File: src/rtl/note_scheduler.sv
// Note scheduler: buffers CPU note commands in a small FIFO and drives the tone
// generator with each note for its duration, followed by an optional silent gap.
module note_scheduler #(
    parameter int unsigned NOTE_W  = 8,
    parameter int unsigned DUR_W   = 16,
    parameter int unsigned DEPTH   = 4,
    parameter int unsigned GAP_CYC = 0
) (
    input  logic                   i_clk,
    input  logic                   i_reset,
    input  logic                   i_cmd_valid,
    output logic                   o_cmd_ready,
    input  logic [NOTE_W-1:0]      i_cmd_note,
    input  logic [DUR_W-1:0]       i_cmd_dur,
    input  logic                   i_flush,
    output logic                   o_tone_en,
    output logic [NOTE_W-1:0]      o_tone_note,
    output logic                   o_done,
    output logic                   o_busy,
    output logic [$clog2(DEPTH):0] o_fifo_count
);

    localparam int unsigned PTR_W    = $clog2(DEPTH);
    localparam int unsigned CNT_W    = PTR_W + 1;
    localparam int unsigned GAP_W    = (GAP_CYC > 1) ? $clog2(GAP_CYC) : 1;
    localparam int unsigned GAP_LOAD = (GAP_CYC > 0) ? GAP_CYC - 1 : 0;

    typedef enum logic [1:0] {
        S_IDLE = 2'd0,
        S_PLAY = 2'd1,
        S_GAP  = 2'd2
    } state_t;

    state_t              r_state;
    state_t              w_state_nxt;
    logic [DUR_W-1:0]    r_timer;
    logic [DUR_W-1:0]    w_timer_nxt;
    logic [GAP_W-1:0]    r_gap;
    logic [GAP_W-1:0]    w_gap_nxt;
    logic [PTR_W-1:0]    r_wptr;
    logic [PTR_W-1:0]    r_rptr;
    logic [CNT_W-1:0]    r_count;
    logic [NOTE_W-1:0]   r_mem_note [DEPTH];
    logic [DUR_W-1:0]    r_mem_dur  [DEPTH];
    logic                r_tone_en;
    logic [NOTE_W-1:0]   r_tone_note;
    logic                r_done;
    logic [NOTE_W-1:0]   w_tone_note_nxt;
    logic                w_full;
    logic                w_has;
    logic                w_push;
    logic                w_pop;
    logic [NOTE_W-1:0]   w_head_note;
    logic [DUR_W-1:0]    w_head_dur;

    // FIFO status; a full queue refuses pushes even when a pop lands on the same edge
    always_comb begin
        w_full      = (r_count == CNT_W'(DEPTH));
        w_has       = (r_count != '0);
        w_head_note = r_mem_note[r_rptr];
        w_head_dur  = r_mem_dur[r_rptr];
        o_cmd_ready = !w_full && !i_flush;
        w_push      = i_cmd_valid && o_cmd_ready;
        o_busy      = (r_state != S_IDLE) || w_has;
    end

    // Next state, timers and pop decision; flush overrides everything
    always_comb begin
        w_state_nxt     = r_state;
        w_timer_nxt     = r_timer;
        w_gap_nxt       = r_gap;
        w_pop           = 1'b0;
        w_tone_note_nxt = r_tone_note;
        case (r_state)
            S_IDLE: begin
                w_pop = w_has;
            end
            S_PLAY: begin
                if (r_timer != '0) begin
                    w_timer_nxt = r_timer - DUR_W'(1);
                end else if (GAP_CYC > 0) begin
                    w_state_nxt = S_GAP;
                    w_gap_nxt   = GAP_W'(GAP_LOAD);
                end else if (w_has) begin
                    w_pop = 1'b1;
                end else begin
                    w_state_nxt = S_IDLE;
                end
            end
            S_GAP: begin
                if (r_gap != '0) begin
                    w_gap_nxt = r_gap - GAP_W'(1);
                end else if (w_has) begin
                    w_pop = 1'b1;
                end else begin
                    w_state_nxt = S_IDLE;
                end
            end
            default: begin
                w_state_nxt = S_IDLE;
            end
        endcase
        if (w_pop) begin
            w_state_nxt     = S_PLAY;
            w_timer_nxt     = (w_head_dur == '0) ? '0 : w_head_dur - DUR_W'(1);
            w_tone_note_nxt = w_head_note;
        end
        if (w_state_nxt != S_PLAY) begin
            w_tone_note_nxt = '0;
        end
        if (i_flush) begin
            w_state_nxt     = S_IDLE;
            w_pop           = 1'b0;
            w_tone_note_nxt = '0;
        end
    end

    always_ff @(posedge i_clk or negedge i_reset) begin
        if (!i_reset) begin
            r_state     <= S_IDLE;
            r_timer     <= '0;
            r_gap       <= '0;
            r_tone_en   <= 1'b0;
            r_tone_note <= '0;
            r_done      <= 1'b0;
        end else begin
            r_state     <= w_state_nxt;
            r_timer     <= w_timer_nxt;
            r_gap       <= w_gap_nxt;
            r_tone_en   <= (w_state_nxt == S_PLAY);
            r_tone_note <= w_tone_note_nxt;
            r_done      <= (w_state_nxt == S_PLAY) && (w_timer_nxt == '0);
        end
    end

    // Pointers wrap naturally because DEPTH is a power of two
    always_ff @(posedge i_clk or negedge i_reset) begin
        if (!i_reset) begin
            r_wptr  <= '0;
            r_rptr  <= '0;
            r_count <= '0;
        end else if (i_flush) begin
            r_wptr  <= '0;
            r_rptr  <= '0;
            r_count <= '0;
        end else begin
            if (w_push) begin
                r_wptr <= r_wptr + PTR_W'(1);
            end
            if (w_pop) begin
                r_rptr <= r_rptr + PTR_W'(1);
            end
            r_count <= r_count + CNT_W'(w_push) - CNT_W'(w_pop);
        end
    end

    always_ff @(posedge i_clk) begin
        if (w_push) begin
            r_mem_note[r_wptr] <= i_cmd_note;
            r_mem_dur[r_wptr]  <= i_cmd_dur;
        end
    end

    assign o_tone_en    = r_tone_en;
    assign o_tone_note  = r_tone_note;
    assign o_done       = r_done;
    assign o_fifo_count = r_count;

endmodule
File: config.mk
export PLATFORM = sky130hd
export DESIGN_NAME = note_scheduler
export DESIGN_NICKNAME = d
export VERILOG_FILES = /design/src/rtl/note_scheduler.sv
export SDC_FILE = /design/constraint.sdc
export NUM_CORES = 1
export LEC_CHECK = 0
export ABC_AREA = 1
export BUFFER_PORTS_ARGS = -buffer_cell sky130_fd_sc_hd__buf_4
export CAP_MARGIN = 20
export CORE_MARGIN = 2
export CORE_UTILIZATION = 30
export CTS_CLUSTER_DIAMETER = 150
export DETAILED_ROUTE_END_ITERATION = 10
export PLACE_DENSITY = 0.49
export SETUP_SLACK_MARGIN = 0.3
export SYNTH_ARGS = -nofsm -noshare
export SYNTH_HDL_FRONTEND = slang
export SYNTH_SLANG_ARGS = --single-unit
File: constraint.sdc
create_clock -name i_clk -period 3.1 [get_ports i_clk]
set_input_delay 0.155 -clock i_clk [delete_from_list [all_inputs] [get_ports i_clk]]
set_output_delay 0.155 -clock i_clk [all_outputs]
set_load 0.01 [all_outputs]
[After elaboration in Yosys (flattened, before gate mapping)]
Memory sizes are Yosys's and may differ from the RTL's.
Cells that the tools add are included.
Cells by class
  add/sub/neg operators: 7
  equal/unequal tests: 5
  multiplexer cells: 26
  reductions and logical operators: 15
Operators by type and width (count)
  $mux W16: 4
  $logic_not A16 Y1: 2
  $sub A16 B1 Y16 const B: 2
  $mux W8: 3
  $mux W2: 9
  $reduce_bool A16 Y1: 1
  $mux W1: 7
  $pmux W2 S3: 1
  $reduce_bool A2 Y1: 3
  $reduce_bool A3 Y1: 2
  $add A2 B1 Y2 const B: 2
  $eq A2 B1 Y1 const B: 2
  $add A3 B1 Y3: 1
  $eq A3 B3 Y1 const B: 1
  $logic_and A1 B1 Y1: 3
  $mux W3: 1
  $pmux W1 S3: 1
  $sub A3 B1 Y3: 1
  $eq A2 B2 Y1 const B: 1
  $logic_not A1 Y1: 2
  $logic_not A2 Y1: 1
  $ne A2 B1 Y1 const B: 1
  $logic_or A1 B1 Y1: 1
  $sub A1 B1 Y1 const B: 1
Word-level totals
  register bits: 36
  bits in writable memories: 96
  bits of input ports: 28
  output and inout port bits: 15
  memories kept: 2
Memory list
  r_mem_dur: depth 4, width 16, rd ports 1, clocked after memory_dff 0, wr ports 1, line 44  | logic [DUR_W-1:0] r_mem_dur [DEPTH];
  r_mem_note: depth 4, width 8, rd ports 1, clocked after memory_dff 0, wr ports 1, line 43  | logic [NOTE_W-1:0] r_mem_note [DEPTH];

[Logic depth before layout (Yosys ltp)]
Gate-level depths: netlist of the first run.
  depth after elaboration: 8
  depth in mapped cells: 18
  depth with buffers taken out: 16

[Worst setup path after synthesis of the first run]
OpenSTA, ideal clock, no wires.
  path type: reg-to-reg
  start point: register r_timer[0]
  end point: register r_count[2] (netlist: o_fifo_count[2])
  arrival time: 2.711 ns
  data required time: 2.972 ns
  path slack: 0.261 ns
  cell stages (with the launch flop): 18
  buffers on the path: 2
  clock period less this slack: 2.839 ns
  path through: dfrtp_1 inv_1 ha_1 nand3_1 nor2_1 nand3_1 nand2_1 nand2_1 buf_2 buf_1 nor2_2 ha_1 inv_1 ha_1 inv_1 fa_1 xor2_1 nor2_1
Between the ends
  word-level cells in the longest chain between the ends: 6
RTL lines
  start: declaration: line 36  | logic [DUR_W-1:0] r_timer;
  start signal: assignment: line 128  | r_timer <= w_timer_nxt;
  $reduce_bool A16 Y1: line 79  | if (r_timer != '0) begin
  $mux W1: line 79
  $pmux W1 S3: line 74  | case (r_state)
  $mux W1: line 111  | if (i_flush) begin
  $sub A3 B1 Y3: line 153  | r_count <= r_count + CNT_W'(w_push) - CNT_W'(w_pop);
  $mux W3: line 142  | end else if (i_flush) begin
  end signal: assignment: line 153
  end: declaration: line 42  | logic [CNT_W-1:0] r_count;
Every way passes these cells.
A chain may end at the register's enable or synchronous reset.

[Final worst setup path of the first run]
  start point: register r_timer[0]
  end point: register r_tone_note[6] (netlist: o_tone_note[6])
Between the ends
  word-level cells in the longest chain between the ends: 7
  elaborated cells on any way between the ends: 10
  classes of those cells: 1 x eq/ne; 7 x mux; 2 x reduce/logical
RTL lines
  $reduce_bool A16 Y1 *: line 79
  $mux W2 / $mux W1 (equally long branches): line 79
  $pmux W2 S3 / $pmux W1 S3 (equally long branches): line 74
  $mux W2: line 103  | if (w_pop) begin
  $ne A2 B1 Y1: line 108  | if (w_state_nxt != S_PLAY) begin
  $mux W8: line 108
  $mux W8: line 111
  end signal: assignment: line 131  | r_tone_note <= w_tone_note_nxt;
  end: declaration: line 46  | logic [NOTE_W-1:0] r_tone_note;
Every way passes the cells marked *; elsewhere a longest branch is shown, timed or not.

==> results of run 1 <==
[power by group]
| part | leakage [nW] | switching, mW | internal (mW) | total [mW] |
|---|---|---|---|---|
| clock | 0.290 | 0.725 | 1.28 | 2.01 |
| combinational | 1.62 | 1.72 | 0.874 | 2.59 |
| sequential | 1.32 | 0.174 | 2.16 | 2.33 |
| total | 3.23 | 2.62 | 4.31 | 6.93 |
[synth_stat cells]
library cell / count / area share, %
sky130_fd_sc_hd__buf_1: 1 / 0.061
sky130_fd_sc_hd__o22ai_1: 8 / 0.82
sky130_fd_sc_hd__nand3b_1: 3 / 0.37
sky130_fd_sc_hd__a21oi_1: 3 / 0.24
sky130_fd_sc_hd__clkinv_1: 1 / 0.061
sky130_fd_sc_hd__a32o_1: 8 / 1.3
sky130_fd_sc_hd__xor2_1: 12 / 1.7
sky130_fd_sc_hd__o21ai_0: 32 / 2.6
sky130_fd_sc_hd__nand4_1: 5 / 0.51
sky130_fd_sc_hd__conb_1: 1 / 0.061
sky130_fd_sc_hd__nor3_1: 3 / 0.24
sky130_fd_sc_hd__edfxtp_1: 96 / 47
sky130_fd_sc_hd__buf_4: 1 / 0.12
sky130_fd_sc_hd__dfrtp_1: 35 / 14
sky130_fd_sc_hd__inv_2: 4 / 0.24
sky130_fd_sc_hd__ha_1: 9 / 1.8
sky130_fd_sc_hd__clkbuf_1: 7 / 0.43
sky130_fd_sc_hd__o211ai_1: 1 / 0.12
sky130_fd_sc_hd__inv_1: 56 / 3.4
sky130_fd_sc_hd__buf_6: 2 / 0.37
sky130_fd_sc_hd__nor2_1: 79 / 4.8
sky130_fd_sc_hd__nand2_2: 2 / 0.20
sky130_fd_sc_hd__nand2_1: 182 / 11
sky130_fd_sc_hd__fa_1: 1 / 0.33
sky130_fd_sc_hd__nor2_2: 2 / 0.20
sky130_fd_sc_hd__xnor2_1: 1 / 0.14
sky130_fd_sc_hd__nand3_2: 1 / 0.16
sky130_fd_sc_hd__buf_2: 10 / 0.82
sky130_fd_sc_hd__nor4_1: 1 / 0.10
sky130_fd_sc_hd__a21oi_2: 4 / 0.57
sky130_fd_sc_hd__nand3_1: 69 / 5.6
[critical path: cells and delay by family (launching register included)]
kind | cells | cell delay [ns]
buffers and inverters | 3 | 0.78
AND/OR/NAND/NOR | 6 | 0.56
AO/OA/AOI/OAI | 2 | 0.47
flip-flops | 1 | 0.38
adder cells (fa/ha/maj) | 1 | 0.25
[cells by family (layout without fill, tap and decap cells)]
| logic type | after synthesis | count (layout) | share of synthesized area, % |
|---|---|---|---|
| and+or+nand+nor | 347 | 347 | 23.4 |
| DFF | 131 | 131 | 61.3 |
| buffers and inverters | 82 | 175 | 5.53 |
| AOI/OAI and AO/OA | 56 | 56 | 5.67 |
| xor gates and xnor gates | 13 | 13 | 1.86 |
| adders and majority gates | 10 | 10 | 2.16 |
| other | 1 | 1 | 0.0612 |
[stage by stage]
step	power, mW	utilization (%)
final	6.93	38.1
after global routing	7.47	38.1
after CTS	6.99	38.0
after detailed placement	4.93	33.6
after global placement	4.90	33.6
after floorplan	4.18	-
[routing by layer]
layer  GRT usage (%)  up-vias
met5               0        -
met4            4.62        0
met3            3.17       15
met2            23.1       85
met1            17.9     2179
li1                -     2292
[repair_timing]
action                                  in CTS  in global routing
resized for setup                            0                  7
endpoints found under the hold margin      136                  0
endpoints found under the setup margin       0                  1
hold buffers                                27                  0
[sequential cells by signal (all words and copies together), names as in the netlist]
| name | count |
|---|---|
| r_mem_dur | 64 |
| o_done | 1 |
| r_state | 2 |
| r_mem_note | 32 |
| o_tone_en | 1 |
| o_fifo_count | 3 |
| r_timer | 16 |
| r_rptr | 2 |
| r_wptr | 2 |
| o_tone_note | 8 |
[cell type report]
| class | count | area, µm² | area share (%) |
|---|---|---|---|
| Multi-Input combinational cell | 427 | 2050 | 26.7 |
| Clock inverter | 13 | 159 | 2.07 |
| Tap cell | 270 | 338 | 4.40 |
| Clock buffer | 19 | 443 | 5.77 |
| Timing Repair Buffer | 82 | 694 | 9.05 |
| Inverter | 61 | 233 | 3.03 |
| Sequential cell | 131 | 3760 | 49.0 |
[final timing paths]
check | end | cells after the start | slack [ns] | from
worst max-delay path | o_tone_note[6]$_DFFE_PN0P_ | 12 | 0.54 | r_timer[0]$_DFF_PN0_
worst min-delay path | o_fifo_count[1]$_DFF_PN0_ | 2 | 0.25 | i_reset
worst max register to register | o_tone_note[6]$_DFFE_PN0P_ | 12 | 0.54 | r_timer[0]$_DFF_PN0_
worst min register to register | o_tone_note[2]$_DFFE_PN0P_ | 1 | 0.53 | o_tone_note[2]$_DFFE_PN0P_
max in group asynchronous | r_timer[9]$_DFF_PN0_ | 2 | 2.51 | i_reset
min in group i_clk | r_mem_note[0][0]$_DFFE_PP_ | 2 | 0.48 | i_cmd_note[0]
==> impl.org, run 1 <==
** Run status
- Outcome :: completed

** Synth
- Area of the mapped netlist :: 0.00613 mm²
- Part of the Yosys area used for sequential elements :: 61.3%
- The netlist uses 31 different library cells.
- Yosys Warn Count :: 0
- Synthesis inferred 131 register bits.
- Number of cells produced by synthesis :: 640
- Syn avg cell area :: 9.58 µm²
- Post-Syn Nets :: 678

** Pwr
- VDD sags by at most 416 µV.
- In this run the static leakage power is 3.23 nW.
- Total power divided by cell area :: 903 mW/mm²

** STA
- Post-layout min period :: 2.56 ns
- The final critical path takes up 82.6% of the cycle.
- Worst Clk Skew :: 0.00884 ns
- The count of pins over their slew limit came to 0.
- Worst setup margin :: 0.541 ns
- Setup repair after global routing left no endpoint under its margin.
- Timing would allow up to 391 MHz.
- Worst hold slack :: 0.247 ns
- In the final timing run, aggregate negative setup slack is 0 ns.
- The hold violation total from the final report came to 0.
- Setup violations remaining at the end of the flow were counted as 0.

** Setup path
- Kind of start point of the critical path :: register
- CP dominant cell by count :: sky130_fd_sc_hd__nand2_1
- The worst setup path is captured at a register.
- Data on the critical path arrives at its endpoint at 2.85 ns.
- Worst path max stage delay :: 0.38 ns
- Kind of critical path :: register to register
- Slowest cell on the critical path :: sky130_fd_sc_hd__dfrtp_1
- Of all nets on the critical path, the largest fanout is 30.
- Worst EP required :: 3.39 ns
- Ordered cell list for the critical path :: inv_1 > ha_1 > nand3_1 > nor2_1 > nand3_1 > nand2_1 > nand2_1 > buf_4 > o211ai_1 > nand2_1 > clkinv_1 > a32o_1

** CTS
- Number of clock sinks :: 131
- Maximum root-to-sink buffer count :: 2
- TritonCTS clock tree :: built
- H-tree level count :: 4
- Root Driver :: sky130_fd_sc_hd__clkbuf_16
- Number of post-CTS setup repair buffers :: 0
- Clock latency on the worst-skew pair :: 0.41 ns
- After clock tree synthesis, the clock-pin slew on the worst setup and hold paths is 0.06 ns.
- Inserted Clock Buffers :: 17

** Floorplan
- Pin placement for this block handled 43 I/O pins.
- DIE WIDTH :: 147 µm
- After floorplanning, the core was sized to cover 0.0202 mm².
- Die footprint :: 0.0216 mm²
- Row generation in the floorplan step produced 52 rows.
- The floorplan step set the die height to 147 µm.
- For this configuration, the core starts out at a cell density of 30.4%.

** Drt
- Initial DRC Count :: 221
- For this block, the routed nets add up to 14200 µm of wire.
- In the routed design, unresolved DRC markers number 0.
- Routed len/inst :: 14.2 µm
- Number of vias per cell after detailed routing :: 4.56
- Routed length on met3 :: 477 µm
- The first detailed-routing pass ran for 5 iterations.
- Summed over all nets, wire length on met2 after detailed routing comes to 6800 µm.
- For this block, wires on met1 add up to 6760 µm.
- Vias after detailed routing :: 4571
- Antenna-violating nets left :: 0
- Highest metal layer with signal wires :: met4

** Global routing
- The number of antenna violations at the first check in global routing came to 0.
- Entering global routing, the biggest net connects 39 pins.
- Tot GR Track Use :: 13.8%
- The via count of the first global-routing pass is 4598.
- Total congestion overflow after global routing :: 0
- First-pass GRT wire length :: 23200 µm

** Placement
- Placed cell count :: 944
- Routability-driven placement finished with a final weighted congestion of 0.821.
- Port bufs :: 42
- After detailed placement, the total cell area comes to 0.00679 mm².
- The wire-length estimate of the detail-placed layout is 9710 µm.
- Timing analysis after detailed placement gives a worst setup slack of 0.481 ns.

** Final layout
- Final #Nets :: 758
- The repair_antennas step left the layout with diodes totalling 0.
- Area of all placed cells without fillers :: 0.00768 mm²
- Fill cell count :: 2009
- Most frequent standard cell in the layout excluding fill and tap cells :: sky130_fd_sc_hd__nand2_1
- Layout overhead on the synthesized area :: 25.2%
- Number of cells in the finished layout apart from fillers :: 1003
- In the layout the commonest cells are sky130_fd_sc_hd__nand2_1 (181), sky130_fd_sc_hd__edfxtp_1 (96), sky130_fd_sc_hd__nor2_1 (75).
- Proportion of layout cells with a drive suffix above 1 :: 14.2%

** Worst hold path
- Min-Delay Path Class :: input port to async pin

** Run
- Max-cap viol count :: 0
Note: power is estimated with default switching activity, not from simulation.
==> inputs of run 2 (changes only) <==
--- a/config.mk
+++ b/config.mk
@@ -12,7 +12,7 @@
 export CORE_UTILIZATION = 30
 export CTS_CLUSTER_DIAMETER = 150
 export DETAILED_ROUTE_END_ITERATION = 10
-export PLACE_DENSITY = 0.49
+export PLACE_DENSITY = 0.51
 export SETUP_SLACK_MARGIN = 0.3
 export SYNTH_ARGS = -nofsm -noshare
 export SYNTH_HDL_FRONTEND = slang
==> constraint.sdc (replaced) <==
create_clock -name i_clk -period 2.3 [get_ports i_clk]
set_input_delay 0.115 -clock i_clk [delete_from_list [all_inputs] [get_ports i_clk]]
set_output_delay 0.115 -clock i_clk [all_outputs]
set_load 0.01 [all_outputs]
==> run 2 against run 1 <==
Net effect:
- highest routed layer unchanged
- global-route usage up 0.96 points
- flip-flop and latch count unchanged
- wire length up 6.7%
- sequential power up 33%
- the run now ends with negative hold slack left
- non-clock buffer count up 79
- register-to-register slack worse by 0.53 ns
- design area up 14%
- critical path type unchanged
- fmax up 12%
- hold slack worse by 0.31 ns
- sequential share of layout area down 6.0 points
==> impl.org, run 2 (same netlist as run 1, synthesis figures left out) <==
** Placement
- Post-place setup slack :: -0.145 ns
- Placed cell count :: 1006
- Placed wire-length estimate :: 10200 µm
- Summing all placed instances gives a cell area of 0.00733 mm².
- Final estimated routing congestion in global placement :: 0.880
- In this run the tool buffered the top-level ports with 42 buffer cells.

** STA
- Setup total negative slack :: 0 ns
- Fmax :: 436 MHz
- The count of pins over their slew limit was 0.
- Hold Fails Final Rpt :: 4
- On the final layout, the worst hold slack is -0.0638 ns.
- Unrepaired setup endpoints after global routing :: yes
- Worst Max-Slew Pin Slew :: 0.504 ns
- Worst Clk Skew :: 0.00797 ns
- Post-layout min period :: 2.29 ns
- After layout, the worst setup slack is 0.00772 ns.
- Setup violations remaining at the end of the flow were counted as 0.
- Measured against its own limit, the worst slew margin works out to 66.4%.
- Final period utilization :: 99.7%

** Global routing
- Entering global routing, the biggest net connects 36 pins.
- Vias in the first global route :: 4947
- Antenna violations before repair :: 0
- Total congestion overflow after global routing :: 0
- Tot GR Track Use :: 14.8%
- First-pass GRT wire length :: 24900 µm

** Final layout
- The register with the most flip-flops in the final layout is r_mem_dur.
- The net count of the finished layout is 837.
- The filler cells instantiated in the layout total 1984.
- Excluding fillers, the count of instances in the completed layout stands at 1082.
- Layout overhead on the synthesized area :: 42.8%
- Most used cells in the layout excluding fill and tap cells :: sky130_fd_sc_hd__nand2_1 (155), sky130_fd_sc_hd__buf_4 (115), sky130_fd_sc_hd__edfxtp_1 (96)
- The finished cells cover 0.00875 mm².
- Final Core Density :: 43.4%
- Number of flip-flops under the largest register name :: 64
- N_diodes :: 0
- Top Registers :: r_mem_dur: 64 flops, r_mem_note: 32 flops, r_timer: 16 flops
- Leaving out fill and tap cells, the most frequent cell in the layout is sky130_fd_sc_hd__nand2_1.
- Proportion of layout cells with a drive suffix above 1 :: 32.0%

** CTS
- Clock latency on the worst-skew pair :: 0.42 ns
- Root Driver :: sky130_fd_sc_hd__clkbuf_16
- Number of clock sinks :: 131
- TritonCTS clock tree :: built
- Inserted Clock Buffers :: 17
- In this run the deepest clock path goes through 2 buffers.
- Clock-pin slew was measured on the worst setup and hold paths at 0.06 ns.
- For this design, the CTS-stage hold fixing added 26 buffers.
- In this run the number of H-tree levels came out at 4.

** Floorplan
- The die covers 0.0216 mm².
- The total area inside the core boundary comes to 0.0202 mm².
- DIE WIDTH :: 147 µm
- Cell row count :: 52
- 43 I/O pins were placed.
- Effective utilization at floorplan :: 30.4%
- Height of the chip :: 147 µm

** Pwr
- Share of power burned in combinational logic :: 48.9%
- Switching portion of total power :: 37.6%
- Share of total power in the clock network :: 23.4%
- The analysis attributes to cell leakage a power of 3.68 nW.
- The completed layout was analyzed and its total power is 11.2 mW.
- Peak supply drop :: 617 µV
- Power spread over the standard cell area amounts to 1280 mW/mm².
- Internal power :: 7.02 mW
- Switching component of the power :: 4.23 mW
- Sequential cells burn 27.7% of the power.

** Setup path
- The worst setup path is captured at a register.
- Along the worst path, the maximum fanout reaches 2.
- Kind of start point of the critical path :: register
- Arrival time at the worst endpoint :: 2.60 ns
- For the worst setup path, the data required time is 2.61 ns.
- Kind of critical path :: register to register

** Run status
- Outcome :: finished with violations
- Failing checks :: negative hold slack

** Drt
- In the routed design, unresolved DRC markers number 0.
- Routed len/inst :: 14.0 µm
- In the routed layout, each cell is associated on average with a via count of 4.51.
- The first routing iteration left 236 violations.
- Wires add up to 15200 µm.
- First-pass DRT Iterations :: 4
- Once detail routing completed, the nets flagged for antenna violations numbered 0.
- The routed layout has 4880 vias.

** Run
- Max-cap violations in this run came to 0.

** Worst hold path
- Min-Delay Path Class :: input port to register
-- run 2: layout make-up --
class	count	area [µm²]	share of cell area (%)
Timing Repair Buffer	161	1440	16.5
Clock inverter	15	154	1.76
Tap cell	270	338	3.86
Inverter	61	235	2.69
Clock buffer	17	425	4.86
Sequential cell	131	3760	43.0
Multi-Input combinational cell	427	2400	27.4
-- run 2: worst paths after layout --
check / endpoint / cells past startpoint / slack (ns) / start
setup / recovery: o_fifo_count[1]$_DFF_PN0_ / 14 / 0.008 / r_timer[1]$_DFF_PN0_
hold / removal: o_fifo_count[1]$_DFF_PN0_ / 2 / -0.06 / i_flush
setup reg to reg: o_fifo_count[1]$_DFF_PN0_ / 14 / 0.008 / r_timer[1]$_DFF_PN0_
hold reg to reg: o_tone_note[3]$_DFFE_PN0P_ / 1 / 0.53 / o_tone_note[3]$_DFFE_PN0P_
max in group asynchronous: r_rptr[1]$_DFFE_PN0P_ / 2 / 1.69 / i_reset
min in group asynchronous: o_tone_note[6]$_DFFE_PN0P_ / 2 / 0.22 / i_reset
-- run 2: power by group through the flow --
stage                     clock network [mW]  registers, mW  logic, mW
after floorplan                            0           3.17       2.59
after global placement                     0           3.13       4.35
after detailed placement                   0           3.14       4.41
after CTS                               2.70           3.11       4.73
after global routing                    2.80           3.15       6.14
final                                   2.63           3.11       5.50
-- run 2: what timing repair did --
action | 4_1_cts | 5_1_grt
pin swaps | 10 | 27
setup endpoints to repair | 24 | 72
hold endpoints to repair | 136 | 4
setup buffers | 7 | 8
resized for setup | 32 | 79
gates cloned | 1 | 2
-- run 2: routing by layer --
metal,track usage [%],part of all wire [%]
met1,18.3,45
met2,25.2,51
met3,3.45,2.2
met4,5.63,2.1
met5,0,0
-- run 2: critical path: stages, from the launching register on --
cell and delay [ns]:
sky130_fd_sc_hd__dfrtp_1 0.38, sky130_fd_sc_hd__inv_2 0.08, sky130_fd_sc_hd__ha_4 0.14, sky130_fd_sc_hd__nand3_2 0.08, sky130_fd_sc_hd__nor2_2 0.13, sky130_fd_sc_hd__nand3_1 0.09, sky130_fd_sc_hd__nand2_1 0.08, sky130_fd_sc_hd__nand2_2 0.08
sky130_fd_sc_hd__nor2_4 0.14, sky130_fd_sc_hd__ha_4 0.21, sky130_fd_sc_hd__inv_2 0.06, sky130_fd_sc_hd__ha_4 0.12, sky130_fd_sc_hd__inv_2 0.03, sky130_fd_sc_hd__fa_2 0.52, sky130_fd_sc_hd__nor2_2 0.03
==> inputs of run 3 (changes only) <==
--- a/config.mk
+++ b/config.mk
@@ -8,8 +8,9 @@
 export ABC_AREA = 1
 export BUFFER_PORTS_ARGS = -buffer_cell sky130_fd_sc_hd__buf_4
 export CAP_MARGIN = 20
-export CORE_MARGIN = 2
+export CORE_MARGIN = 4
 export CORE_UTILIZATION = 30
+export CTS_BUF_LIST = sky130_fd_sc_hd__clkbuf_16
 export CTS_CLUSTER_DIAMETER = 150
 export DETAILED_ROUTE_END_ITERATION = 10
 export PLACE_DENSITY = 0.51
==> run 3 against run 2 <==
Net effect:
- the flow now finishes without violations
- critical path depth is the same
- core utilization shrank 1.1 points
- design area shrank 2.5%
- largest power group unchanged
- register-to-register slack gained 0.07 ns
- critical path type unchanged
- via count shrank 0.59%
==> impl.org, run 3 (same netlist as run 1, synthesis figures left out) <==
** Run status
- The run finished with clean final reports.

** Drt
- The first detailed-routing pass took 4 iterations.
- Initial DRC Count :: 267
- Antenna-violating nets left :: 0
- Summing over every cut layer, the via total after detailed routing is 4851.
- DRC violations left :: 0
- Total Routed Length :: 15000 µm
- Number of vias per cell after detailed routing :: 4.49
- Routed len/inst :: 13.9 µm

** Final layout
- Relative to the synthesized area, the layout overhead comes to 39.2%.
- Most used cells in the layout excluding fill and tap cells :: sky130_fd_sc_hd__nand2_1 (172), sky130_fd_sc_hd__buf_4 (122), sky130_fd_sc_hd__edfxtp_1 (96)
- The net count of the finished layout is 835.
- The finished layout holds 1080 standard cells, fillers aside.
- In the final layout, the registers with the most flip-flops are r_mem_dur: 64 flops, r_mem_note: 32 flops, r_timer: 16 flops.
- Proportion of layout cells with a drive suffix above 1 :: 28.6%
- Most frequent standard cell in the layout excluding fill and tap cells :: sky130_fd_sc_hd__nand2_1
- The layout has 1966 filler cells.
- Largest register by flop count :: r_mem_dur
- The number of antenna diodes in the final layout is 0.
- Number of flip-flops under the largest register name :: 64

** Pwr
- For this design the ratio of total power to cell area is 1260 mW/mm².
- Peak supply drop :: 615 µV
- For this design the static power due to leakage is 3.63 nW.
- The completed layout was analyzed and its total power is 10.8 mW.

** Floorplan
- The core region is 0.0202 mm².
- Die footprint :: 0.0228 mm²
- The floorplan has 52 rows.
- The die is 151 µm wide.
- Effective utilization at floorplan :: 30.4%
- Pin placement for this block handled 43 I/O pins.
- Height of the chip :: 151 µm

** Global routing
- Tot GR Track Use :: 14.0%
- Total congestion overflow after global routing :: 0
- Pin count of the biggest net entering global routing :: 36
- The number of antenna violations at the first check in global routing is 0.
- Vias in the first global route :: 4935
- First-pass GRT wire length :: 24600 µm

** Setup path
- Worst EP required :: 2.60 ns
- Along the worst path, the maximum fanout reaches 2.
- The worst setup path is captured at a register.
- STA puts the critical path data arrival time at 2.52 ns.
- Kind of start point of the critical path :: register
- The worst setup path is of the register to register kind.

** CTS
- The tree is rooted in a sky130_fd_sc_hd__clkbuf_16.
- Clock latency on the worst-skew pair, taken at its later pin, is 0.42 ns.
- TritonCTS clock tree :: built
- Counting every sink on the clock net gives 131.
- After clock tree synthesis, the clock-pin slew on the worst setup and hold paths is 0.07 ns.
- The clock tree synthesis step divided the H-tree into 4 levels.
- Buffers inserted during clock tree synthesis total 17.
- Maximum root-to-sink buffer count :: 2

** Placement
- Final estimated routing congestion in global placement :: 0.912
- Port bufs :: 42
- At the placement stage, the worst setup path has a slack of -0.0672 ns.
- Placed wire-length estimate :: 10300 µm
- In this run, placement finished with an instance count of 1011.

** STA
- Setup repair after global routing could not meet its margin everywhere.
- Hold Fails Final Rpt :: 0
- Across all setup checks in the final design, the least slack found is 0.0755 ns.
- The worst path in the final design needs a cycle of 2.22 ns, including I/O delays and setup.
- Worst hold slack :: 0.0422 ns
- Setup violations remaining at the end of the flow were counted as 0.
- The count of pins over their slew limit is 0.
- Of the available clock period, the critical path in the final layout requires 96.7%.
- On the final layout, the worst clock skew is 0.0137 ns.
- Timing would allow up to 450 MHz.

** Worst hold path
- Min-Delay Path Class :: input port to register

** Run
- Max-cap violations in this run came to 0.
run 3: cell type report:
cell class | instances | area, µm² | area share, %
Clock inverter | 15 | 170 | 1.99
Inverter | 61 | 238 | 2.79
Timing Repair Buffer | 159 | 1360 | 16.0
Sequential cell | 131 | 3760 | 44.1
Clock buffer | 17 | 425 | 4.98
Tap cell | 270 | 338 | 3.96
Multi-Input combinational cell | 427 | 2240 | 26.2
run 3: worst paths after layout:
check	slack, ns	cells after the start	startpoint	end
setup / recovery	0.08	14	r_timer[0]$_DFF_PN0_	o_fifo_count[1]$_DFF_PN0_
hold / removal	0.04	4	i_flush	r_wptr[1]$_DFFE_PN0P_
setup reg to reg	0.08	14	r_timer[0]$_DFF_PN0_	o_fifo_count[1]$_DFF_PN0_
hold reg to reg	0.53	1	o_tone_note[1]$_DFFE_PN0P_	o_tone_note[1]$_DFFE_PN0P_
max in group asynchronous	1.72	2	i_reset	r_rptr[1]$_DFFE_PN0P_
min in group asynchronous	0.20	2	i_reset	o_tone_note[1]$_DFFE_PN0P_
run 3: routing by layer:
| layer | vias to the layer above | share of wire (%) | wire, µm | global-route usage [%] |
|---|---|---|---|---|
| li1 | 2456 | - | - | - |
| met1 | 2320 | 45 | 6740 | 17.0 |
| met2 | 65 | 51 | 7730 | 24.0 |
| met3 | 10 | 2.6 | 389 | 2.63 |
| met4 | 0 | 1.2 | 185 | 6.57 |
| met5 | - | 0 | 0 | 0 |
run 3: repair_timing:
| action | CTS | global route |
|---|---|---|
| gates cloned | 0 | 1 |
| endpoints found under the setup margin | 24 | 48 |
| hold endpoints to repair | 136 | 4 |
| setup buffers | 5 | 4 |
| hold buffers | 26 | 1 |
| pin swaps | 9 | 12 |
| gates resized for setup | 31 | 30 |
run 3: report_power, final:
group / internal (mW) / leakage [nW] / switching [mW]
clock network: 1.63 / 0.286 / 1.09
registers: 2.91 / 1.32 / 0.207
logic: 2.18 / 2.03 / 2.77
run 3: stage by stage:
step | utilization [%] | cell area [µm²] | TNS (ns)
after floorplan | - | 6210 | -13.85
after global placement | 36.7 | 7400 | -0.0326
after detailed placement | 36.7 | 7400 | -0.146
after CTS | 41.6 | 8390 | 0
after global routing | 42.3 | 8530 | -0.162
final | 42.3 | 8530 | 0
run 3: worst max-delay path, cell delays in order, from the launching register on:
cell	delay [ns]
sky130_fd_sc_hd__dfrtp_1	0.39
sky130_fd_sc_hd__inv_2	0.08
sky130_fd_sc_hd__ha_4	0.13
sky130_fd_sc_hd__nand3_2	0.07
sky130_fd_sc_hd__nor2_2	0.13
sky130_fd_sc_hd__nand3_1	0.08
sky130_fd_sc_hd__nand2_1	0.07
sky130_fd_sc_hd__nand2_2	0.07
sky130_fd_sc_hd__nor2_4	0.13
sky130_fd_sc_hd__ha_4	0.21
sky130_fd_sc_hd__inv_4	0.05
sky130_fd_sc_hd__ha_4	0.12
sky130_fd_sc_hd__inv_2	0.03
sky130_fd_sc_hd__fa_2	0.50
sky130_fd_sc_hd__nor2_1	0.04
